**config.mk**
```make
export PLATFORM = sky130hd
export DESIGN_NAME = puf_host_seq
export DESIGN_NICKNAME = d
export VERILOG_FILES = /design/src/rtl/puf_soc_pkg.sv /design/src/rtl/puf_sync_fifo.sv /design/src/rtl/puf_host_seq.sv
export SDC_FILE = /design/constraint.sdc
export NUM_CORES = 1
export LEC_CHECK = 0
export CAP_MARGIN = 20
export CORE_MARGIN = 2
export CORE_UTILIZATION = 59
export DETAILED_ROUTE_END_ITERATION = 16
export GPL_TIMING_DRIVEN = 0
export PLACE_DENSITY_LB_ADDON = 0.1
export SLEW_MARGIN = 20
export SYNTH_ARGS = -nofsm -noshare
export SYNTH_HDL_FRONTEND = slang
export SYNTH_SLANG_ARGS = --single-unit
```
**constraint.sdc**
```tcl
create_clock -name clk -period 3.67 [get_ports clk]
set_input_delay 0.9175 -clock clk [delete_from_list [all_inputs] [get_ports clk]]
set_output_delay 0.9175 -clock clk [all_outputs]
set_load 0.005 [all_outputs]
```
**src/rtl/puf_soc_pkg.sv**
```systemverilog
// Shared types and helpers for the PUF host sequencer.
//   host_seq_state_t : sequencer FSM states
//   host_err_t       : error code reported on o_err_code
//   cnt_width()      : bits needed to hold the values 0..max_val
package puf_soc_pkg;

  typedef enum logic [2:0] {
    IDLE     = 3'd0,
    START    = 3'd1,
    SEND     = 3'd2,
    WAIT_RSP = 3'd3,
    DONE     = 3'd4
  } host_seq_state_t;

  typedef enum logic [1:0] {
    ERR_NONE    = 2'd0,
    ERR_TIMEOUT = 2'd1,
    ERR_ABORT   = 2'd2
  } host_err_t;

  // Never returns 0, so it is always safe as a vector width.
  function automatic int unsigned cnt_width(input int unsigned max_val);
    if (max_val < 32'd1) begin
      return 32'd1;
    end else begin
      return $clog2(max_val + 32'd1);
    end
  endfunction

endpackage

```
**src/rtl/puf_sync_fifo.sv**
```systemverilog
// Single-clock FIFO with synchronous flush.
// Ports:
//   clk, rst_n      clock, asynchronous active-low reset
//   flush_i         empties the FIFO; a push in the same cycle is dropped
//   push_i/wdata_i  write request and data, ignored while full
//   pop_i           read request, ignored while empty
//   rdata_o         head word (valid while !empty_o)
//   full_o/empty_o  decoded from the registered word count only
module puf_sync_fifo
  import puf_soc_pkg::*;
#(
  parameter int unsigned DATA_W = 8,
  parameter int unsigned DEPTH  = 4
) (
  input  logic              clk,
  input  logic              rst_n,
  input  logic              flush_i,
  input  logic              push_i,
  input  logic [DATA_W-1:0] wdata_i,
  input  logic              pop_i,
  output logic [DATA_W-1:0] rdata_o,
  output logic              full_o,
  output logic              empty_o
);

  localparam int unsigned AW = (DEPTH > 32'd1) ? $clog2(DEPTH) : 32'd1;
  localparam int unsigned CW = cnt_width(DEPTH);
  localparam logic [CW-1:0] FULL_CNT = CW'(DEPTH);
  localparam logic [AW-1:0] LAST_PTR = AW'(DEPTH - 32'd1);

  logic [DATA_W-1:0] mem_q [DEPTH];
  logic [AW-1:0]     wr_ptr_q, wr_ptr_d;
  logic [AW-1:0]     rd_ptr_q, rd_ptr_d;
  logic [CW-1:0]     count_q, count_d;
  logic              do_push;
  logic              do_pop;

  assign full_o  = (count_q == FULL_CNT);
  assign empty_o = (count_q == {CW{1'b0}});
  assign rdata_o = mem_q[rd_ptr_q];
  assign do_push = push_i & ~full_o;
  assign do_pop  = pop_i & ~empty_o;

  // Next pointers and count; flush wins over any push/pop.
  always_comb begin
    wr_ptr_d = wr_ptr_q;
    rd_ptr_d = rd_ptr_q;
    count_d  = count_q;
    if (flush_i) begin
      wr_ptr_d = {AW{1'b0}};
      rd_ptr_d = {AW{1'b0}};
      count_d  = {CW{1'b0}};
    end else begin
      if (do_push) begin
        wr_ptr_d = (wr_ptr_q == LAST_PTR) ? {AW{1'b0}} : wr_ptr_q + AW'(1'b1);
      end else begin
        wr_ptr_d = wr_ptr_q;
      end
      if (do_pop) begin
        rd_ptr_d = (rd_ptr_q == LAST_PTR) ? {AW{1'b0}} : rd_ptr_q + AW'(1'b1);
      end else begin
        rd_ptr_d = rd_ptr_q;
      end
      if (do_push && !do_pop) begin
        count_d = count_q + CW'(1'b1);
      end else if (do_pop && !do_push) begin
        count_d = count_q - CW'(1'b1);
      end else begin
        count_d = count_q;
      end
    end
  end

  // Pointer and count registers.
  always_ff @(posedge clk or negedge rst_n) begin
    if (!rst_n) begin
      wr_ptr_q <= {AW{1'b0}};
      rd_ptr_q <= {AW{1'b0}};
      count_q  <= {CW{1'b0}};
    end else begin
      wr_ptr_q <= wr_ptr_d;
      rd_ptr_q <= rd_ptr_d;
      count_q  <= count_d;
    end
  end

  // Storage array; contents behind an empty count are don't-care, so no reset.
  always_ff @(posedge clk) begin
    if (do_push && !flush_i) begin
      mem_q[wr_ptr_q] <= wdata_i;
    end
  end

endmodule

```
**src/rtl/puf_host_seq.sv**
```systemverilog
// On-chip host sequencer for the PUF core.
// Buffers challenge words, starts the core, streams one FRAM_SIZE-word frame over the
// core rx port, collects RSP_LEN response words from its tx port, and reports
// done / timeout / abort plus a count of good frames.
// Ports:
//   h_chal_*   host challenge push (ready = challenge FIFO not full)
//   h_cmd_*    start-frame request, accepted only in IDLE; h_abort cancels a frame
//   h_rsp_*    host response pop (valid = response FIFO not empty)
//   o_done/o_err/o_err_code/o_frame_cnt   status
//   o_puf_* / i_puf_*                     PUF core start/mode, rx and tx streams
module puf_host_seq
  import puf_soc_pkg::*;
#(
  parameter int unsigned DATA_W      = 8,
  parameter int unsigned FRAM_SIZE   = 16,
  parameter int unsigned RSP_LEN     = 4,
  parameter int unsigned CHAL_DEPTH  = 32,
  parameter int unsigned RSP_DEPTH   = 8,
  parameter int unsigned TIMEOUT_CYC = 1024,
  parameter int unsigned CNT_W       = 16
) (
  input  logic              clk,
  input  logic              rst_n,
  input  logic              h_chal_valid,
  output logic              h_chal_ready,
  input  logic [DATA_W-1:0] h_chal_data,
  input  logic              h_cmd_valid,
  output logic              h_cmd_ready,
  input  logic              h_cmd_mode,
  input  logic              h_abort,
  output logic              h_rsp_valid,
  input  logic              h_rsp_ready,
  output logic [DATA_W-1:0] h_rsp_data,
  output logic              o_done,
  output logic              o_err,
  output logic [1:0]        o_err_code,
  output logic [CNT_W-1:0]  o_frame_cnt,
  output logic              o_puf_start,
  output logic              o_puf_op_mode,
  output logic              o_puf_rx_valid,
  input  logic              i_puf_rx_ready,
  output logic [DATA_W-1:0] o_puf_rx_data,
  input  logic              i_puf_tx_valid,
  output logic              o_puf_tx_ready,
  input  logic [DATA_W-1:0] i_puf_tx_data
);

  localparam int unsigned WC_W = cnt_width(FRAM_SIZE);
  localparam int unsigned RC_W = cnt_width(RSP_LEN);
  localparam int unsigned TO_W = cnt_width(TIMEOUT_CYC);
  localparam bit          TO_EN = (TIMEOUT_CYC != 32'd0);
  localparam logic [WC_W-1:0] WC_LAST = WC_W'(FRAM_SIZE - 32'd1);
  localparam logic [RC_W-1:0] RC_LAST = RC_W'(RSP_LEN - 32'd1);
  localparam logic [TO_W-1:0] TO_LAST = TO_W'(TIMEOUT_CYC - 32'd1);

  host_seq_state_t   state_q, state_d;
  logic              mode_q, mode_d;
  logic [WC_W-1:0]   word_cnt_q, word_cnt_d;
  logic [RC_W-1:0]   rsp_cnt_q, rsp_cnt_d;
  logic [TO_W-1:0]   idle_cnt_q, idle_cnt_d;
  logic              err_q, err_d;
  host_err_t         err_code_q, err_code_d;
  logic [CNT_W-1:0]  frame_cnt_q, frame_cnt_d;

  logic              chal_full, chal_empty;
  logic              rsp_full, rsp_empty;
  logic [DATA_W-1:0] chal_head;
  logic              rx_hs, tx_hs, abort_hit;

  // Challenge buffer; an abort flushes it (a host word pushed in that cycle is lost too).
  puf_sync_fifo #(.DATA_W(DATA_W), .DEPTH(CHAL_DEPTH)) u_chal_fifo (
    .clk     (clk),
    .rst_n   (rst_n),
    .flush_i (abort_hit),
    .push_i  (h_chal_valid),
    .wdata_i (h_chal_data),
    .pop_i   (rx_hs),
    .rdata_o (chal_head),
    .full_o  (chal_full),
    .empty_o (chal_empty)
  );

  // Response buffer; never flushed so partial responses survive an abort.
  puf_sync_fifo #(.DATA_W(DATA_W), .DEPTH(RSP_DEPTH)) u_rsp_fifo (
    .clk     (clk),
    .rst_n   (rst_n),
    .flush_i (1'b0),
    .push_i  (tx_hs),
    .wdata_i (i_puf_tx_data),
    .pop_i   (h_rsp_ready),
    .rdata_o (h_rsp_data),
    .full_o  (rsp_full),
    .empty_o (rsp_empty)
  );

  assign h_chal_ready   = ~chal_full;
  assign h_cmd_ready    = (state_q == IDLE);
  assign h_rsp_valid    = ~rsp_empty;
  assign o_puf_start    = (state_q == START);
  assign o_puf_op_mode  = (state_q != IDLE) & mode_q;
  assign o_puf_rx_valid = (state_q == SEND) & ~chal_empty;
  assign o_puf_rx_data  = chal_head;
  assign o_puf_tx_ready = (state_q == WAIT_RSP) & ~rsp_full;
  assign o_done         = (state_q == DONE);
  assign o_err          = err_q;
  assign o_err_code     = err_code_q;
  assign o_frame_cnt    = frame_cnt_q;

  assign rx_hs     = o_puf_rx_valid & i_puf_rx_ready;
  assign tx_hs     = i_puf_tx_valid & o_puf_tx_ready;
  assign abort_hit = h_abort & (state_q inside {START, SEND, WAIT_RSP});

  // Next-state logic; abort is applied last so it overrides timeout and completion.
  always_comb begin
    state_d     = state_q;
    mode_d      = mode_q;
    word_cnt_d  = word_cnt_q;
    rsp_cnt_d   = rsp_cnt_q;
    idle_cnt_d  = {TO_W{1'b0}};
    err_d       = 1'b0;
    err_code_d  = err_code_q;
    frame_cnt_d = frame_cnt_q;
    case (state_q)
      IDLE: begin
        if (h_cmd_valid) begin
          mode_d     = h_cmd_mode;
          err_code_d = ERR_NONE;
          word_cnt_d = {WC_W{1'b0}};
          rsp_cnt_d  = {RC_W{1'b0}};
          state_d    = START;
        end else begin
          state_d = IDLE;
        end
      end
      START: begin
        state_d = SEND;
      end
      SEND: begin
        if (rx_hs) begin
          if (word_cnt_q == WC_LAST) begin
            state_d = WAIT_RSP;
          end else begin
            word_cnt_d = word_cnt_q + WC_W'(1'b1);
          end
        end else begin
          state_d = SEND;
        end
      end
      WAIT_RSP: begin
        if (tx_hs) begin
          if (rsp_cnt_q == RC_LAST) begin
            // Count on entry to DONE so o_frame_cnt is already updated during o_done.
            state_d     = DONE;
            frame_cnt_d = frame_cnt_q + CNT_W'(1'b1);
          end else begin
            rsp_cnt_d = rsp_cnt_q + RC_W'(1'b1);
          end
        end else if (TO_EN) begin
          idle_cnt_d = idle_cnt_q + TO_W'(1'b1);
          if (idle_cnt_q == TO_LAST) begin
            state_d    = IDLE;
            err_d      = 1'b1;
            err_code_d = ERR_TIMEOUT;
          end else begin
            state_d = WAIT_RSP;
          end
        end else begin
          state_d = WAIT_RSP;
        end
      end
      DONE: begin
        state_d = IDLE;
      end
      default: begin
        state_d = IDLE;
      end
    endcase
    if (abort_hit) begin
      state_d     = IDLE;
      err_d       = 1'b1;
      err_code_d  = ERR_ABORT;
      frame_cnt_d = frame_cnt_q;
    end else begin
      err_d = err_d;
    end
  end

  // Sequencer state and status registers.
  always_ff @(posedge clk or negedge rst_n) begin
    if (!rst_n) begin
      state_q     <= IDLE;
      mode_q      <= 1'b0;
      word_cnt_q  <= {WC_W{1'b0}};
      rsp_cnt_q   <= {RC_W{1'b0}};
      idle_cnt_q  <= {TO_W{1'b0}};
      err_q       <= 1'b0;
      err_code_q  <= ERR_NONE;
      frame_cnt_q <= {CNT_W{1'b0}};
    end else begin
      state_q     <= state_d;
      mode_q      <= mode_d;
      word_cnt_q  <= word_cnt_d;
      rsp_cnt_q   <= rsp_cnt_d;
      idle_cnt_q  <= idle_cnt_d;
      err_q       <= err_d;
      err_code_q  <= err_code_d;
      frame_cnt_q <= frame_cnt_d;
    end
  end

endmodule

```
==> results_dict.tcl <==
set metrics [dict create \
    clk_root_buffer_cell "clkbuf_16" \
    timing.hold.ws_ns 0.251 \
    synth_common_cells "edfxtp_1 (320), mux4_2 (96), nor2_1 (69)" \
    clkPwrFrac_pct 33.1 \
    synth.area.top_cells "edfxtp_1 (60%), mux4_2 (14%), dfrtp_1 (11%)" \
    drtIter0Drc 908 \
    synth_largest_area_cell "edfxtp_1" \
    initial_utilization_pct 59.6 \
    grt_max_degree 57 \
    synth_warnings 0 \
    slew_viol_final 0 \
    worst_slew_pin_slew_ns 0.985 \
    utilization_pct 70.1 \
    design.portCount 68 \
    p_comb_share_pct 24.3 \
    tritoncts "yes" \
    clk_latency_ns 0.53 \
    clock.fmax_mhz 265 \
    clk_path_buf_depth 3 \
    setup_viol 7 \
    post-route-period-util_pct 103 \
    internal-power_mw 9.10 \
    path_max_fanout 6 \
    postSynthCellCount 882 \
    r2r_start "u_rsp_fifo.count_q[1]$_DFFE_PN0P_" \
    die_h_um 169 \
    postSynthAreaPerCell_um2 18.1 \
    drt_pass1_iterations 5 \
    grtUsageTotal_pct 23.5 \
    overflow 0 \
    swShare_pct 25.8 \
    dpl-instance-area_um2 17100 \
    yosysMostFrequentCell "edfxtp_1" \
    place_hpwl_um 20500 \
    dieArea_um2 28400 \
    post-route-min-period_ns 3.77 \
    fin_skew_ns 0.0203 \
    placement.io_buffers 67 \
    final-hold-violation-count 0 \
    criticalPathCategory "register to output port" \
    leakagePower_nw 6.49 \
    synth_flop_cell "edfxtp_1" \
    wl_per_cell_um 23.2 \
    cp.arrival_ns 2.85 \
    grt_pass1_wl_um 49900 \
    syn_area_um2 16000 \
    cellPowerDensity_nw_per_um2 653 \
    drc_errors 0 \
    setup_tns_ns -0.504 \
    synth_nets 933 \
    drt_wl_total_um 32100 \
    drive_gt1_share_pct 24.8 \
    via_count 8310 \
    status "complete, but fails checks" \
    cp.required_ns 2.75 \
    n_fill_cell 1683 \
    layout.nets 1063 \
    die-width_um 169 \
    vias_per_cell 6.01 \
    synthArstFlopShare_pct 17.5 \
    yosysTopAreaCellShare_pct 60.2 \
    crit_path_start "u_chal_fifo.rd_ptr_q[0]$_DFFE_PN0P_" \
    crit_path_start_kind "register" \
    setup_slack_ns -0.0992 \
    core_um2 26800 \
    cts_buffers 39 \
    antenna_left 0 \
    rsz0062_at_grt "yes" \
    place.gp.congestion 0.781 \
    violations "negative setup slack" \
    antenna_found_initial 0 \
    place_ws_ns -0.405 \
    synth_edf_count 320 \
    insertedDiodeCount 0 \
    rows 60 \
    cap_violations 0 \
    areaGrowthSynthToFinish_pct 17.6 \
    switchingPower_mw 3.17 \
    ys_seq_area_share_pct 70.8 \
    clkTransAtPathRegs_ns 0.06 \
    synth-seq-cells 388 \
    ir_worst_vdd_uv 522 \
    cts_hold_buf 0 \
    max-slew-margin-rel_pct 34.1 \
    htree_levels 2 \
    ys_types 55 \
    fin_area_um2 18800 \
    seqPwrFrac_pct 42.6 \
    clkSinkCount 388 \
    crit_path_end_kind "output port" \
    grt_pass1_vias 8470 \
    hp-class "input pin to asynchronous set/reset pin" \
]
## cell usage in the layout, fill, tap and decap left out, drive strengths merged, types with 12 or more instances in the layout
cell,n
nand3,19
clkdlybuf4s50,50
dfrtp,68
xnor2,18
ha,24
mux2,20
buf,57
clkinv,12
inv,17
nor3,15
a21oi,21
nand2,35
edfxtp,320
nor2,69
clkbuf,73
xor2,14
mux4,96
o21ai,18
## final timing paths
| path | to | slack (ns) | cells after the start |
|---|---|---|---|
| min in group clk | o_frame_cnt[15]$_DFFE_PN0P_ | 0.47 | 1 |
| max reg2reg | u_rsp_fifo.count_q[3]$_DFFE_PN0P_ | 0.41 | 13 |
| max in group asynchronous | u_chal_fifo.rd_ptr_q[2]$_DFFE_PN0P_ | 2.88 | 2 |
| min reg2reg | o_frame_cnt[15]$_DFFE_PN0P_ | 0.47 | 1 |
| max | o_puf_rx_data[5] | -0.1 | 7 |
| min | rsp_cnt_q[0]$_DFFE_PN0P_ | 0.25 | 1 |
## kinds of logic after synthesis
logic type | share of synthesized area (%)
AOI/OAI and AO/OA | 2.49
xor gates and xnor gates | 1.80
adders and majority gates | 2.13
buffers and inverters | 1.55
DFF | 70.8
muxes | 15.2
and+or+nand+nor | 6.02
## sequential cells by signal, summed over array words and instances (netlist names)
name,count
u_chal_fifo.mem_q,256
u_rsp_fifo.mem_q,64
o_frame_cnt,16
idle_cnt_q,11
u_chal_fifo.count_q,6
u_chal_fifo.rd_ptr_q,5
u_chal_fifo.wr_ptr_q,5
word_cnt_q,5
u_rsp_fifo.count_q,4
rsp_cnt_q,3
state_q,3
u_rsp_fifo.rd_ptr_q,3
u_rsp_fifo.wr_ptr_q,3
o_err_code,2
mode_q,1
o_err,1
## power groups by stage
stage	registers [mW]	logic [mW]	clock network [mW]
3_3_place_gp	5.28	2.70	0
3_5_place_dp	5.29	2.75	0
6_report	5.23	2.98	4.06
4_1_cts	5.23	3.02	4.12
5_1_grt	5.26	3.22	4.31
2_1_floorplan	5.24	1.81	0
## metrics by stage
stage / power, mW / std cells
global placement: 7.98 / 1290
finish: 12.3 / 1382
detailed placement: 8.04 / 1295
global route: 12.8 / 1382
floorplan: 7.05 / 882
CTS: 12.4 / 1383
## layout make-up
class / instances / area, um2 / share of cell area [%]
sequential: 388 / 11300 / 60.2
inverter: 17 / 63.8 / 0.340
multi-input combinational: 438 / 4470 / 23.8
clock inverter: 18 / 229 / 1.22
timing repair buffer: 92 / 887 / 4.72
buffer: 36 / 290 / 1.55
clock buffer: 52 / 1110 / 5.89
tap: 341 / 427 / 2.27
## routing by layer
layer / global-route usage [%] / share of wire, % / up-vias
met2: 37.5 / 49 / 248
li1: - / - / 3740
met5: 0 / 0 / -
met1: 34.6 / 43 / 4280
met3: 4.12 / 6.3 / 42
met4: 5.66 / 1.8 / 0
## critical path, cell delays in order, from the launching register on
cell	delay, ns
dfrtp_2	0.46
buf_12	0.17
buf_12	0.12
buf_4	0.10
mux4_2	0.49
mux4_2	0.54
mux2_4	0.31
buf_6	0.12
## what timing repair did
action | CTS | global route
endpoints found under the setup margin | 16 | 16
endpoints found under the hold margin | 0 | 0
gates resized for setup | 87 | 9
setup buffers | 19 | 2
gates cloned | 2 | 0
Power figures use the tool's default switching activity.
==> RTL edit 1 (same flow settings) <==
`DATA_W` is set to 8 in 2 places; all go to 9.
--- a/src/rtl/puf_sync_fifo.sv
+++ b/src/rtl/puf_sync_fifo.sv
@@ -9,7 +9,7 @@
 module puf_sync_fifo
   import puf_soc_pkg::*;
 #(
-  parameter int unsigned DATA_W = 8,
+  parameter int unsigned DATA_W = 9,
   parameter int unsigned DEPTH  = 4
 ) (
   input  logic              clk,
--- a/src/rtl/puf_host_seq.sv
+++ b/src/rtl/puf_host_seq.sv
@@ -11,7 +11,7 @@
 module puf_host_seq
   import puf_soc_pkg::*;
 #(
-  parameter int unsigned DATA_W      = 8,
+  parameter int unsigned DATA_W      = 9,
   parameter int unsigned FRAM_SIZE   = 16,
   parameter int unsigned RSP_LEN     = 4,
   parameter int unsigned CHAL_DEPTH  = 32,
Ports: changed (resized h_chal_data, h_rsp_data, i_puf_tx_data and o_puf_rx_data); port bits go from 68 to 72. The function was not compared with the original's and may differ.
==> RTL edit 1 against the original RTL <==
- the flow still finishes with violations (negative setup slack)
- total power grew 9.9%
- sequential cell count grew 40
- synthesized area grew 9.6%
- cell area grew 8.4%
- first-iteration DRC count shrank 2.1%
- setup slack lost 0.058 ns
- wire length grew 10%
- register-to-register slack lost 0.06 ns
- largest power group unchanged
- highest routed layer unchanged
==> RTL edit 1: results (changes against the original RTL) <==
Parameter                              Value

Synthesis
  Fraction of synthesis flops using an asynchronous set or reset pin    0.159 (-0.0164)
  Cell types occupying the most area after synthesis    edfxtp_1 (62%), mux4_2 (14%), dfrtp_1 (9.7%)
  List of most frequent post-synthesis cells    edfxtp_1 (360), mux4_2 (107), nor2_1 (73)
  YS warnings    0 (unchanged)
  EDFF count, synth    360 (+13%)
  Synth Net Count    992 (+6.3%)
  Post-synth cell types    58 (+5.5%)
  Average size of a mapped cell    18.7 um^2 (+3.0%)
  Part of the Yosys area used for sequential elements    0.714 (+0.00636)
  Main synth FF type    edfxtp_1

Critical path
  Cell type group with the largest total delay on the critical path    multiplexers
  Terminus of the critical flop-to-flop path    u_rsp_fifo.count_q[3]$_DFFE_PN0P_
  Depth of the worst register-to-register path    13 (unchanged)
  Arr. time, crit path    2.91 ns (+0.06 ns)
  Biggest cell delay along the critical path    0.54 ns (about the same)
  Setup slack of the most critical reg-to-reg path    0.35 ns (-0.06 ns)
  Beginning of the worst register-to-register path    u_rsp_fifo.count_q[1]$_DFFE_PN0P_
  Launch point of the worst path    u_chal_fifo.rd_ptr_q[0]$_DFFE_PN0P_
  Cell with the biggest individual delay on the critical path    mux4_2
  Critical path fanouts, max    6 (unchanged)

Layout
  Fill cell total of the finished layout    1921 (+14%)
  Number of nets in the layout    1131 (+6.4%)
  Proportion of layout cells with a drive suffix above 1    0.244 (-0.00369)
  Largest register by flop count    u_chal_fifo.mem_q
  Largest register FFs    288 (+13%)
  Ant diodes    0 (unchanged)

STA
  Skew final    0.0169 ns (-0.00343 ns)
  Actual slew at the worst max-slew pin    1.05 ns (+0.0686 ns)
  Worst hold slack after final layout    0.270 ns (+0.0190 ns)
  Worst Setup Slack, final    -0.157 ns (-0.0580 ns)
  Setup-violating endpoint count in the final report    9 (+2)
  Setup total negative slack    -1.08 ns (-0.578 ns)

Route
  Detailed Routing Iterations Pass 1    5 (unchanged)
  Drt wl/cell    23.6 um (+1.8%)
  Total number of vias    9061 (+9.0%)
  Post-DR vias/cell    6.04 (+0.46%)
  Number of DRC violations after detailed-routing iteration 0    889 (-2.1%)

Clocking
  Cell chosen for the clock root    clkbuf_16
  Clock transition at path regs    0.06 ns (about the same)
  Buffer depth of the longest clock path    3 (unchanged)
  CTS Buf Count    44 (+13%)
  Clock insertion delay at the later pin of the skew report    between 0.5 and 0.6 ns
  H-tree levels    2 (unchanged)

Place
  Final RePlAce weighted congestion    0.770 (-1.4%)
  Post-placement setup slack    -0.531 ns (-0.126 ns)
  Count of input and output buffers    71 (+6.0%)
  Placed insts    1406 (+8.6%)
  Sum of net half-perimeters after detailed placement    22700 um (+11%)

GRT
  GRT Overall Usage    0.238 (+0.00333)
  Pin count of the biggest net entering global routing    51 (-11%)
  Antenna violations before repair    0 (unchanged)
  First-pass GRT wire length    54600 um (+9.2%)

Power
  Internal Pwr Total    9.86 mW (+8.4%)
  LEAKAGE    6.97 nW (+7.3%)
  Maximum VDD drop    0.431 mV (-17%)

Min path
  Path category of the worst min-delay check    in2async

Status
  Result of the run    finished, violations left
  Failing checks    negative setup slack
==> RTL edit 1: cell count changes in the layout (fill, tap and decap cells not counted), moves of 5 or more <==
cell / delta
clkbuf_1: +10
mux4_2: +12
clkbuf_8: -5
o21ai_0: +6
o21ai_1: -7
edfxtp_1: +40
==> RTL edit 1: layout make-up <==
cell class / count / area share
clock buffer: 58 / 0.0577
sequential: 428 / 0.614
timing repair buffer: 94 / 0.0447
clock inverter: 20 / 0.00596
tap: 390 / 0.0240
inverter: 14 / 0.00258
multi-input combinational: 455 / 0.235
buffer: 41 / 0.0160
==> RTL edit 1: what timing repair did <==
action	CTS	global route
setup buffers	15	2
gates resized for setup	92	4
endpoints found under the setup margin	18	18
gates cloned	1	0
==> RTL edit 1: worst register-to-register path, cell delays in order (launching register included) <==
cell      delay [ns]
dfrtp_1         0.43
or4b_1          0.55
clkbuf_1        0.20
nand3_1         0.19
clkbuf_1        0.42
inv_1           0.13
ha_1            0.23
inv_1           0.12
ha_1            0.24
a21o_1          0.17
a21oi_1         0.16
xnor2_1         0.14
nor2_1          0.07
xor2_1          0.14
==> RTL edit 1: metrics by stage <==
step	area (um^2)	power, mW
CTS	20400	13.6
detailed placement	18800	9.17
global route	20400	14.1
global placement	18700	9.10
floorplan	17500	7.99
finish	20400	13.5
==> RTL edit 1: how the worst max path moves through the flow <==
stage,endpoint,slack [ns],cells after the start
2_1_floorplan,o_puf_rx_data[2],0.60,5
3_3_place_gp,u_rsp_fifo.rd_ptr_q[1]$_DFFE_PN0P_,-0.79,1
5_1_grt,o_puf_rx_data[6],-0.20,8
4_1_cts,o_puf_rx_data[1],-0.19,8
3_5_place_dp,o_puf_rx_data[4],-0.53,7
6_report,o_puf_rx_data[5],-0.16,8
==> RTL edit 1: cells by family after synthesis <==
logic type / Yosys count / share of synthesized area
adder cells (fa/ha/maj): 26 / 0.0194
multiplexers: 134 / 0.156
buffers and inverters: 56 / 0.0156
flip-flops: 428 / 0.714
AND/OR/NAND/NOR: 206 / 0.0584
XOR/XNOR: 30 / 0.0154
AO/OA/AOI/OAI: 59 / 0.0212
==> RTL edit 1: power groups by stage <==
stage          clock network [mW]  registers, mW  logic (mW)
2_1_floorplan                   0           5.76        2.23
3_3_place_gp                    0           5.80        3.29
3_5_place_dp                    0           5.82        3.35
4_1_cts                      4.14           5.72        3.71
5_1_grt                      4.32           5.75        4.01
6_report                     4.08           5.72        3.68
==> RTL edit 1: metal layers <==
layer | part of all wire | global-route usage | routed length [um]
met5 | 0 | 0 | 0
met4 | 0.020 | 0.0561 | 691
met3 | 0.081 | 0.0599 | 2850
met2 | 0.45 | 0.348 | 15900
met1 | 0.45 | 0.369 | 16000
==> RTL edit 2 (same settings) <==
Made on the original files. Reset style: synchronous (`rst_n`), changed in 2 clocked blocks. Comments in the files are not updated.
--- a/src/rtl/puf_sync_fifo.sv
+++ b/src/rtl/puf_sync_fifo.sv
@@ -72,7 +72,7 @@
   end
 
   // Pointer and count registers.
-  always_ff @(posedge clk or negedge rst_n) begin
+  always_ff @(posedge clk) begin
     if (!rst_n) begin
       wr_ptr_q <= {AW{1'b0}};
       rd_ptr_q <= {AW{1'b0}};
--- a/src/rtl/puf_host_seq.sv
+++ b/src/rtl/puf_host_seq.sv
@@ -186,7 +186,7 @@
   end
 
   // Sequencer state and status registers.
-  always_ff @(posedge clk or negedge rst_n) begin
+  always_ff @(posedge clk) begin
     if (!rst_n) begin
       state_q     <= IDLE;
       mode_q      <= 1'b0;
Check against the original RTL: differs if rst_n is asserted again (counterexample within 4 cycles, from zero or initial values and one cycle with rst_n low); with rst_n held inactive, the same outputs for 4 cycles.
==> RTL edit 2 against the original RTL <==
- cell count up 9.5%
- die area up 0.88%
- sequential cell count up 8
- wire length up 4.5%
- synthesized area up 0.90%
- cell area about the same
- core utilization down 0.22 points
- clock skew down 0.0012 ns
- critical path depth unchanged
- setup slack better by 0.16 ns
- synthesized cell count up 17%
- critical path type unchanged
Power is not compared: it rests on default switching activity, and its combinational part moved more than twofold at a synthesized area within 25%.
==> RTL edit 2: results (changes against the original RTL) <==
Parameter                              Value

Place
  Placed insts    1445 (+12%)
  Post-Place Cell Area    17300 um^2 (+0.65%)
  Sum of net half-perimeters after detailed placement    21400 um (+4.2%)
  Count of input and output buffers    66 (-1.5%)
  Final RePlAce weighted congestion    0.805 (+3.1%)

Route
  Post-DR vias/cell    6.01 (about the same)
  Number of DRC violations after detailed-routing iteration 0    808 (-11%)
  DRT Wirelength    33500 um (+4.5%)
  Drt wl/cell    22.1 um (-4.6%)
  Met3 routed wirelength    2050 um (+1.9%)
  Met1 wire length    14800 um (+8.3%)
  Total met2 wirelength after detailed routing    16200 um (+2.8%)

Synthesis
  Cell types occupying the most area after synthesis    edfxtp_1 (60%), dfxtp_1 (9.4%), mux4_2 (6.7%)
  YS warnings    0 (unchanged)
  Fraction of synthesis flops using an asynchronous set or reset pin    0 (-0.175)
  Synth Net Count    1089 (+17%)
  Syn Inst Count    1036 (+17%)
  EDFF count, synth    320 (unchanged)
  Post-synth cell types    67 (+22%)
  List of most frequent post-synthesis cells    edfxtp_1 (320), dfxtp_1 (76), nor2_1 (67)
  Part of the Yosys area used for sequential elements    0.691 (-0.0175)

Clocking
  Clock insertion delay at the later pin of the skew report    0.53 ns (about the same)
  Cell chosen for the clock root    clkbuf_16
  Number of buffers inserted by hold repair at cts    0 (unchanged)
  Clock transition at path regs    0.06 ns (about the same)
  H-tree levels    2 (unchanged)
  CTS Buf Count    41 (+5.1%)

Power
  Combinational cell power    ~1.3 mW
  LEAKAGE    between 5 and 6 nW
  Internal Pwr Total    7.78 mW
  Maximum VDD drop    between 0.4 and 0.5 mV

Critical path
  Beginning of the worst register-to-register path    u_chal_fifo.count_q[0]$_SDFFE_PP0P_
  Depth of the worst register-to-register path    12 (-1)
  Cell with the biggest individual delay on the critical path    clkdlybuf4s50_1
  Setup slack of the most critical reg-to-reg path    0.54 ns (+0.13 ns)
  Critical path fanouts, max    10 (+4)
  Biggest cell delay along the critical path    0.47 ns (-0.07 ns)
  Terminus of the critical flop-to-flop path    u_chal_fifo.count_q[5]$_SDFFE_PP0P_

GRT
  First-pass GRT wire length    50800 um (+1.6%)
  Most utilized layer in the global route result    met2
  GRT Overall Usage    0.236 (+0.000699)
  Global routing met3 resource utilization    0.0401 (-0.00104)
  Antenna violations before repair    0 (unchanged)
  Met1 global-route usage    0.347 (+0.000694)
  Met2 routing resource usage after global routing    0.376 (+0.00102)
  Pin count of the biggest net entering global routing    33 (-42%)
  Vias in the first global route    8882 (+4.9%)

Min path
  Path category of the worst min-delay check    reg2reg
  Endpoint of the worst hold path    mode_q$_SDFFE_PN0P_
  Depth of the worst hold-timing path    2

Status
  Result of the run    complete, no violations

STA
  Skew final    0.0191 ns (-0.00119 ns)
  Worst hold slack after final layout    0.459 ns (+0.207 ns)
  Worst slew margin relative to its limit    0.396 (+0.0553)

Layout
  Largest register FFs    256 (unchanged)
  Number of nets in the layout    1197 (+13%)
  Largest register by flop count    u_chal_fifo.mem_q
  Proportion of layout cells with a drive suffix above 1    0.166 (-0.0815)
[RTL edit 2: per-stage QoR]
stage | utilization | power [mW] | worst slack, ns
floorplan | - | 5.99 | 0.884
global placement | 0.640 | 6.46 | -0.413
detailed placement | 0.642 | 6.49 | -0.414
CTS | 0.694 | 10.3 | -0.0259
global route | 0.699 | 10.6 | -0.00605
finish | 0.699 | 10.2 | 0.0622
[RTL edit 2: critical path: cells and delay by family (launching register included)]
family / cells / cell delay, ns
buffers and inverters: 3 / 0.92
and+or+nand+nor: 2 / 0.49
AOI/OAI and AO/OA: 2 / 0.39
DFF: 1 / 0.38
[RTL edit 2: logic make-up after synthesis]
family,share of synthesized area
xor+xnor,0.0136
mux,0.111
buf+inv,0.0169
simple gates,0.0878
fa+ha+maj,0.0227
compound gates,0.0579
flops,0.691
[RTL edit 2: repair_timing]
| item | in CTS | in global routing |
|---|---|---|
| hold endpoints to repair | 0 | 0 |
| gates cloned | 0 | 0 |
| gates resized for setup | 59 | 26 |
| endpoints found under the setup margin | 16 | 12 |
| setup buffers | 0 | 3 |
| pin swaps | 4 | 2 |
[RTL edit 2: how the worst max path moves through the flow]
stage,endpoint,startpoint,slack (ns),depth (start not counted)
floorplan,u_chal_fifo.count_q[5]$_SDFFE_PP0P_,h_chal_valid,0.88,12
global placement,o_puf_rx_data[5],flip-flop,-0.41,8
detailed placement,o_puf_rx_data[6],flip-flop,-0.41,8
CTS,o_puf_rx_data[4],flip-flop,-0.03,7
global route,o_puf_rx_data[2],flip-flop,-0.006,7
finish,o_puf_rx_data[2],flip-flop,0.06,7
[RTL edit 2: area by class of cell]
cell class	count	area, um^2
multi-input combinational	577	4950
clock inverter	17	115
sequential	396	11100
inverter	16	60.1
timing repair buffer	71	696
tap	341	427
buffer	41	294
fill	1793	8090
clock buffer	54	1100
